File: src/rtl/eth_pkg.sv
// Shared Ethernet/IPv4/UDP constants, parser types and the beat byte-lane helper.
package eth_pkg;

    localparam logic [15:0] ETHERTYPE_IPV4 = 16'h0800;
    localparam logic [7:0]  IPV4_VER_IHL   = 8'h45;
    localparam logic [7:0]  IP_PROTO_UDP   = 8'h11;

    // Beat index (8 bytes per beat) holding each header field group.
    localparam logic [2:0] W_ETH1 = 3'd1;
    localparam logic [2:0] W_IP2  = 3'd2;
    localparam logic [2:0] W_IP3  = 3'd3;
    localparam logic [2:0] W_UDP4 = 3'd4;
    localparam logic [2:0] W_KEY0 = 3'd5;
    localparam logic [2:0] W_KEY1 = 3'd6;

    typedef enum logic [1:0] {IDLE, HDR, PAYLOAD, DROP} rx_state_t;

    typedef struct packed {
        logic [31:0] src_ip;
        logic [31:0] dst_ip;
        logic [15:0] src_port;
        logic [15:0] dst_port;
        logic [63:0] key;
    } udp_fields_t;

    // n is the absolute frame byte offset; only its lane within the beat matters.
    function automatic logic [7:0] get_byte(input logic [63:0] beat, input int unsigned n);
        return beat[8*(n%8) +: 8];
    endfunction

endpackage

File: src/rtl/stat_cnt32.sv
// 32-bit wrapping statistics counter.
module stat_cnt32 (
    input  logic        clk156,
    input  logic        eth_rst,
    input  logic        inc,
    output logic [31:0] cnt
);

    always_ff @(posedge clk156 or posedge eth_rst) begin
        if (eth_rst)  cnt <= '0;
        else if (inc) cnt <= cnt + 32'd1;
    end

endmodule

File: src/rtl/udp_rx_parser.sv
// Parses an Ethernet/IPv4/UDP RX stream and extracts an 8-byte key from matching frames.
module udp_rx_parser
    import eth_pkg::*;
#(
    parameter logic [15:0] UDP_PORT  = 16'd10000,
    parameter int          KEY_WIDTH = 64
) (
    input  logic                 clk156,
    input  logic                 eth_rst,
    input  logic                 s_axis_tvalid,
    input  logic [63:0]          s_axis_tdata,
    input  logic [7:0]           s_axis_tkeep,
    input  logic                 s_axis_tlast,
    input  logic                 s_axis_tuser,
    output logic                 key_valid,
    output logic [KEY_WIDTH-1:0] key_data,
    output logic [31:0]          src_ip,
    output logic [31:0]          dst_ip,
    output logic [15:0]          src_port,
    output logic [15:0]          dst_port,
    output logic [31:0]          pkt_cnt,
    output logic [31:0]          match_cnt,
    output logic [31:0]          drop_cnt
);

    rx_state_t   state;
    logic [2:0]  idx;
    udp_fields_t cap_q, cap_nxt, out_q;
    logic [63:0] d;
    logic        hdr_fail, hdr_done, bad, full, end_beat, match, drop;
    logic        unused_keep;

    assign d           = s_axis_tdata;
    assign unused_keep = ^s_axis_tkeep[7:2];

    always_comb begin
        hdr_fail = 1'b0;
        cap_nxt  = cap_q;
        if (state == HDR) begin
            case (idx)
                W_ETH1: hdr_fail = ({get_byte(d, 12), get_byte(d, 13)} != ETHERTYPE_IPV4) ||
                                   (get_byte(d, 14) != IPV4_VER_IHL);
                // MF flag plus the 13-bit offset; DF is allowed.
                W_IP2:  hdr_fail = (get_byte(d, 23) != IP_PROTO_UDP) ||
                                   (({get_byte(d, 20), get_byte(d, 21)} & 16'h3FFF) != 16'h0);
                W_IP3: begin
                    cap_nxt.src_ip         = {get_byte(d, 26), get_byte(d, 27), get_byte(d, 28), get_byte(d, 29)};
                    cap_nxt.dst_ip[31:16]  = {get_byte(d, 30), get_byte(d, 31)};
                end
                W_UDP4: begin
                    cap_nxt.dst_ip[15:0]   = {get_byte(d, 32), get_byte(d, 33)};
                    cap_nxt.src_port       = {get_byte(d, 34), get_byte(d, 35)};
                    cap_nxt.dst_port       = {get_byte(d, 36), get_byte(d, 37)};
                    hdr_fail               = {get_byte(d, 36), get_byte(d, 37)} != UDP_PORT;
                end
                W_KEY0: cap_nxt.key[63:16] = {get_byte(d, 42), get_byte(d, 43), get_byte(d, 44),
                                              get_byte(d, 45), get_byte(d, 46), get_byte(d, 47)};
                W_KEY1: cap_nxt.key[15:0]  = {get_byte(d, 48), get_byte(d, 49)};
                default: ;
            endcase
        end
    end

    // A frame is complete only once key bytes 48..49 are actually present.
    assign hdr_done = (state == HDR) && (idx == W_KEY1) && (s_axis_tkeep[1:0] == 2'b11);
    assign bad      = (state == DROP) || hdr_fail;
    assign full     = (state == PAYLOAD) || hdr_done;
    assign end_beat = s_axis_tvalid && s_axis_tlast;
    assign match    = end_beat && s_axis_tuser && !bad && full;
    assign drop     = end_beat && (!s_axis_tuser || (!bad && !full));

    always_ff @(posedge clk156 or posedge eth_rst) begin
        if (eth_rst) begin
            state     <= IDLE;
            idx       <= '0;
            key_valid <= 1'b0;
            cap_q     <= '0;
            out_q     <= '0;
        end else begin
            key_valid <= match;
            if (match) out_q <= cap_nxt;
            if (s_axis_tvalid) begin
                cap_q <= cap_nxt;
                idx   <= s_axis_tlast ? 3'd0 : (idx == 3'd7) ? idx : idx + 3'd1;
                if (s_axis_tlast) begin
                    state <= IDLE;
                end else begin
                    case (state)
                        IDLE: state <= HDR;
                        HDR: begin
                            if (hdr_fail)      state <= DROP;
                            else if (hdr_done) state <= PAYLOAD;
                        end
                        default: ;
                    endcase
                end
            end
        end
    end

    assign key_data = out_q.key;
    assign src_ip   = out_q.src_ip;
    assign dst_ip   = out_q.dst_ip;
    assign src_port = out_q.src_port;
    assign dst_port = out_q.dst_port;

    stat_cnt32 u_pkt_cnt   (.clk156(clk156), .eth_rst(eth_rst), .inc(end_beat), .cnt(pkt_cnt));
    stat_cnt32 u_match_cnt (.clk156(clk156), .eth_rst(eth_rst), .inc(match),    .cnt(match_cnt));
    stat_cnt32 u_drop_cnt  (.clk156(clk156), .eth_rst(eth_rst), .inc(drop),     .cnt(drop_cnt));

endmodule

File: config.mk
export PLATFORM = sky130hd
export DESIGN_NAME = udp_rx_parser
export DESIGN_NICKNAME = d
export VERILOG_FILES = /design/src/rtl/eth_pkg.sv /design/src/rtl/stat_cnt32.sv /design/src/rtl/udp_rx_parser.sv
export SDC_FILE = /design/constraint.sdc
export NUM_CORES = 1
export LEC_CHECK = 0
export ABC_AREA = 1
export BUFFER_PORTS_ARGS = -buffer_cell sky130_fd_sc_hd__buf_2
export CORE_MARGIN = 3
export CORE_UTILIZATION = 53
export CTS_BUF_LIST = sky130_fd_sc_hd__clkbuf_2
export CTS_CLUSTER_SIZE = 14
export DETAILED_ROUTE_END_ITERATION = 12
export PLACE_DENSITY = 0.79
export SYNTH_ARGS = -nofsm -noshare
export SYNTH_HDL_FRONTEND = slang
export SYNTH_HIERARCHICAL = 1
export SYNTH_SLANG_ARGS = --single-unit
export TNS_END_PERCENT = 30
File: constraint.sdc
create_clock -name clk156 -period 8.6 [get_ports clk156]
set_input_delay 0.43 -clock clk156 [delete_from_list [all_inputs] [get_ports clk156]]
set_output_delay 0.43 -clock clk156 [all_outputs]
set_load 0.05 [all_outputs]
==> results of run 1 <==
critical path: cells and delay by family (launching register included):
kind            cells  cell delay, ns
simple gates        6            0.90
compound gates      1            0.17
flops               1            0.42
fa+ha+maj           1            0.16
buf+inv             5            2.13
flip-flops by register name, indices dropped and copies added (netlist names):
register         count
src_ip              32
src_port            16
cap_q              160
idx                  3
dst_port            16
u_drop_cnt/cnt      32
u_match_cnt/cnt     32
state                2
key_data            64
u_pkt_cnt/cnt       32
key_valid            1
dst_ip              32
power breakdown:
| part | leakage, nW | switching, W | internal (W) |
|---|---|---|---|
| logic | 6.83 | 0.00225 | 0.000616 |
| clock network | 0.741 | 0.000837 | 0.000560 |
| registers | 5.45 | 0.000341 | 0.00252 |
through the flow:
stage	cells	hold slack [ns]	instance area, µm²	total power (W)	utilization [%]
after floorplan	2496	0.449	19900	0.00494	-
after detailed placement	3191	0.453	21800	0.00570	59.2
after global placement	3191	0.449	21800	0.00563	59.2
after global routing	3474	0.0531	23700	0.00755	64.4
after CTS	3473	0.00127	23700	0.00716	64.4
final	3474	0.168	23700	0.00712	64.4
routing by layer:
metal / part of all wire, % / track usage, %
met1: 42 / 36.6
met2: 47 / 44.2
met3: 7.7 / 5.42
met4: 3.2 / 11.1
met5: 0 / 0
layout by cell type, fill, tap and decap left out, types with 2 or more instances in the layout:
master,n
nand2_1,1002
dfrtp_1,422
buf_2,326
nand3_1,212
o21ai_0,208
inv_1,204
clkbuf_2,161
nor2_1,114
dlygate4sd3_1,91
xor2_1,42
nand4_1,36
a31oi_1,24
clkinv_1,21
xnor2_1,21
nor2_4,19
nand2_2,19
buf_4,18
ha_1,9
clkinvlp_4,6
nor2_2,6
nand3b_1,6
nand2_4,4
nand3_2,4
a21oi_1,3
nor2_8,3
and2_1,3
nor3_1,3
mux2_2,3
o22ai_1,2
inv_2,2
bufinv_16,2
clkinv_2,2
final timing paths:
check / startpoint / to / slack [ns] / depth (start not counted)
max in group asynchronous: eth_rst / cap_q[33]$_DFFE_PP0P_ / 6.53 / 5
setup reg to reg: idx[0]$_DFFE_PP0P_ / src_ip[3]$_DFFE_PP0P_ / 4.64 / 13
hold / removal: eth_rst / u_pkt_cnt/cnt[7]$_DFFE_PP0P_ / 0.17 / 4
setup / recovery: idx[0]$_DFFE_PP0P_ / src_ip[3]$_DFFE_PP0P_ / 4.64 / 13
hold reg to reg: src_port[4]$_DFFE_PP0P_ / src_port[4]$_DFFE_PP0P_ / 0.47 / 2
min in group clk156: s_axis_tkeep[1] / key_valid$_DFF_PP0_ / 0.26 / 7
cells by family (layout without fill, tap and decap cells):
| logic type | after synthesis | count (layout) | share of synthesized area, % |
|---|---|---|---|
| xor+xnor | 63 | 63 | 2.77 |
| mux | 3 | 3 | 0.170 |
| simple gates | 1434 | 1434 | 30.6 |
| fa+ha+maj | 9 | 9 | 0.566 |
| compound gates | 238 | 238 | 6.15 |
| flops | 422 | 422 | 53.1 |
| buf+inv | 327 | 836 | 6.69 |
| other cells | 0 | 1 | 0 |
cell type report:
cell class	instances	area (µm²)	area share (%)
diodes	1	2.50	0.0106
clock buffers	161	806	3.40
clock inverters	30	191	0.809
inverters	208	785	3.31
multi-input cells	1747	8040	33.9
flip-flops and latches	422	10600	44.6
well taps	468	586	2.47
repair buffers	437	2710	11.4
==> out/metrics.csv, run 1 <==
metric,value,unit
critPathLaunchType,register,
rsz0062_at_grt,false,
syn_area_per_cell,7.97,µm²
cts.clk_slew.worst_paths,0.11,ns
clockRootBuffer,clkbuf_2,
clock_latency,1.02,ns
grt_pass1_wl,88800,µm
synth_nets,2582,
ys_types,32,
drive_above_1_share,19.3,%
route.final.wire_length,54800,µm
gp_congestion,0.898,
leakage,13.0,nW
synth_top_area_share,53.1,%
postCtsSetupBuffers,0,
ys_ff_latch,422,
dp_hpwl,34800,µm
yosysSeqAreaShare,53.1,%
areaGrowthSynthToFinish,19.0,%
critical-path-max-stage-delay,0.87,ns
track_usage,27.4,%
ant_nets,0,
antenna_found_initial,1,
drc,0,
viasPerCell,5.27,
ys_top_cells_by_area,"dfrtp_1, nand2_1, nand3_1",
max_slew_margin,27.1,%
core_area,36800,µm²
ir_drop,0.000309,V
wl_per_cell,15.8,µm
ys_async_sr_fraction,100,%
p_per_area,301,nW/µm²
pin_count,334,
fin_ws,4.64,ns
cpMaxStageDelayCell,buf_4,
initial_core_util,54.1,%
grt_max_degree,166,
slew_viol_final,0,
cap_violations,0,
critPathMaxFanout,85,
synth_edf_count,0,
period_share,46.1,%
cp.arrival,4.87,ns
critPathRequiredTime,9.51,ns
grt-ovfl-total,0,
drt-initial-drc-count,1347,
finalClockSkew,0.0686,ns
end_kind,register,
cts.path.max_buffers,3,
finalSetupTns,0,ns
synthCells,2496,
firstDrtPassIters,5,
vias,18300,
cts_resized,0,
yosys.area.top_type,dfrtp_1,
min_period,3.96,ns
cp_cell_sequence,"inv_1, ha_1, inv_1, nor3_4, buf_4, nand3_1, o21ai_1, nand2_1, nor2_4, buf_4, buf_4, nand3_1, nand2_1",
num-fill-cells,3094,
numPortBuffers,327,
ys.flop_type,dfrtp_1,
postCtsHoldBufs,91,
cts_tree,done,
die_height,200,µm
die_area,39900,µm²
path_class,register to register,
min_path_type,primary input to asynchronous set/reset pin,
grt_pass1_vias,17900,
max_freq,0.252,GHz
synth_area,19900,µm²
setup_viol,0,
ys_warn_count,6,
die_w,200,µm
hold_viol,0,
numCtsBuffers,109,
crit_top_cell,buf_4,
fp-row-count,70,
yosys-top-cells-count,"nand2_1, dfrtp_1, nand3_1, o21ai_0, inv_1",
place_ws,4.74,ns
status,finished clean,
htreeDepth,3,
worst_slew_pin_slew,1.09,ns
cts.sinks,422,
nets,3011,
yosysMostFrequentCell,nand2_1,
Power figures use the tool's default switching activity.
==> run 2, diff against run 1 <==
CORE_UTILIZATION = 55   (was 53)
PLACE_DENSITY = 0.78   (was 0.79)
clock period = 3.75 ns   (was 8.6 ns; I/O delays follow)
==> run 2 against run 1 <==
Compared with the run above:
- power rose by 130%
- global-route usage increased by 1.0 points
- combinational power is 130% higher
- flip-flop and latch count is the same
- setup slack lost 4.5 ns
- register-to-register slack got worse by 4.2 ns
- die area is 3.5% lower
- worst hold slack worse by 0.029 ns
- clock power grew 140%
- highest routed layer is now met5
==> out/metrics.csv, run 2 (synthesized netlist as in run 1, its figures left out) <==
metric,value,unit
largest_register_ffs,160,
path_buf_inv,7,
timing.rr.start,idx[0]$_DFFE_PP0P_,
fp-row-count,69,
grt_pass1_vias,18400,
min_period,3.65,ns
leakage,13.2,nW
min_from,s_axis_tdata[4],
status,finished clean,
critical-path-max-stage-delay,0.60,ns
cts.clk_slew.worst_paths,0.10,ns
worst_slew_pin_slew,1.07,ns
p_per_area,680,nW/µm²
clock_latency,1.01,ns
die_height,196,µm
drt-initial-drc-count,1324,
gp_congestion,0.926,
numPortBuffers,327,
die_w,196,µm
crit_end,u_match_cnt/cnt[26]$_DFFE_PP0P_,
finalClockSkew,0.0458,ns
viasPerCell,5.27,
r2r_cells,18,
post-route-cell-area,24200,µm²
cp_cell_sequence,"dlygate4sd3_1, buf_2, nor2_1, dlygate4sd3_1, nand3_1, dlygate4sd3_1, o22ai_1, dlygate4sd3_1, nand2_1, o21ai_1, nand3_4, inv_2, nand2_1, nor2_4, nand3_2, nor2_4, clkbuf_2, nand4_1, nand2_1",
critPathMaxFanout,6,
clockRootBuffer,clkbuf_2,
grt_max_degree,161,
ant_nets,0,
most-common-layout-cells,"nand2_1, dfrtp_1, buf_2",
ir_drop,0.000673,V
setup_viol,0,
regMostFlops,cap_q,
crit_top_cell,dlygate4sd3_1,
track_usage,28.4,%
period_share,97.4,%
drive_above_1_share,19.3,%
end_kind,register,
fin_util,68.0,%
min_path_type,primary input to register,
cpMaxStageDelayCell,dlygate4sd3_1,
num-fill-cells,2883,
grt-ovfl-total,0,
critPathRequiredTime,4.68,ns
total_power,0.0165,W
die_area,38500,µm²
cp.arrival,4.58,ns
route.final.wire_length,54600,µm
cts.path.max_buffers,3,
max_freq,0.274,GHz
place_area,21800,µm²
rsz0062_at_grt,true,
numCtsBuffers,109,
cp.depth,19,
path_class,primary input to register,
htreeDepth,3,
firstDrtPassIters,6,
pin_count,334,
r2r-end,u_match_cnt/cnt[26]$_DFFE_PP0P_,
core_area,35700,µm²
areaGrowthSynthToFinish,21.8,%
critPathLaunchType,primary input,
mostFrequentLayoutCell,nand2_1,
drc,0,
hold_viol,0,
critPathTopFamily,buffers and inverters,
dp_hpwl,34000,µm
max_slew_margin,28.9,%
cts.sinks,422,
crit_path_start,s_axis_tdata[46],
nets,3057,
slew_viol_final,0,
vias,18500,
cts_tree,done,
r2r_slack,0.40,ns
initial_core_util,55.8,%
cap_violations,0,
antenna_found_initial,2,
wl_per_cell,15.6,µm
grt_pass1_wl,90600,µm
==> run 2: cell types whose count changed in the layout (fill, tap and decap cells not counted), sizes merged <==
cell         previous run  this run
buf                   346       351
bufinv                  2         4
clkbuf                161       159
clkinv                 24        25
clkinvlp                6         2
dlygate4sd3            91       130
inv                   206       208
nor2                  142       143
==> run 2: worst min path at each step <==
stage                                     endpoint  cells after the start
finish                       cap_q[12]$_DFFE_PP0P_                      6
global route                 cap_q[80]$_DFFE_PP0P_                      6
CTS                          cap_q[62]$_DFFE_PP0P_                      6
detailed placement  u_drop_cnt/cnt[30]$_DFFE_PP0P_                      3
global placement    u_drop_cnt/cnt[27]$_DFFE_PP0P_                      3
floorplan            u_drop_cnt/cnt[0]$_DFFE_PP0P_                      1
==> run 2: timing repair <==
action	4_1_cts	5_1_grt
hold buffers	130	0
setup endpoints to repair	0	31
buffers inserted	0	6
endpoints found under the hold margin	773	0
gates resized for setup	0	6
==> run 2: worst register-to-register path: cells and delay by family (launching register included) <==
family	cells	cell delay (ns)
simple gates	11	1.47
buf+inv	5	1.13
flops	1	0.42
fa+ha+maj	1	0.15
compound gates	1	0.14
==> run 2: layer usage <==
metal	track usage [%]	vias up	part of all wire, %
li1	-	8860	-
met5	0	-	0.024
met2	46.1	745	48
met1	37.5	8759	42
met3	5.67	130	7.1
met4	12.4	2	3.1
==> run 2: final cells by class <==
class	instances	area [µm²]	share of cell area, %
clock buffer	158	791	3.26
inverter	208	785	3.24
sequential	422	10600	43.6
antenna	1	2.50	0.0103
clock inverter	31	230	0.950
tap	461	577	2.38
multi-input combinational	1748	8060	33.2
timing repair buffer	482	3230	13.3
==> run 2: power breakdown <==
group          total (W)  switching (W)  internal (W)
clock network    0.00330        0.00190       0.00140
logic            0.00665        0.00516       0.00149
registers        0.00654       0.000763       0.00577
==> run 2: metrics by stage <==
stage / hold WS [ns] / setup slack, ns / setup TNS (ns) / cells
floorplan: 0.304 / -0.788 / -256.96 / 2496
global placement: 0.354 / 1.00 / 0 / 3184
detailed placement: 0.351 / 0.873 / 0 / 3184
CTS: 0.00201 / 0.136 / 0 / 3503
global route: 0.0902 / -0.0208 / -0.0262 / 3511
finish: 0.139 / 0.0977 / 0 / 3511
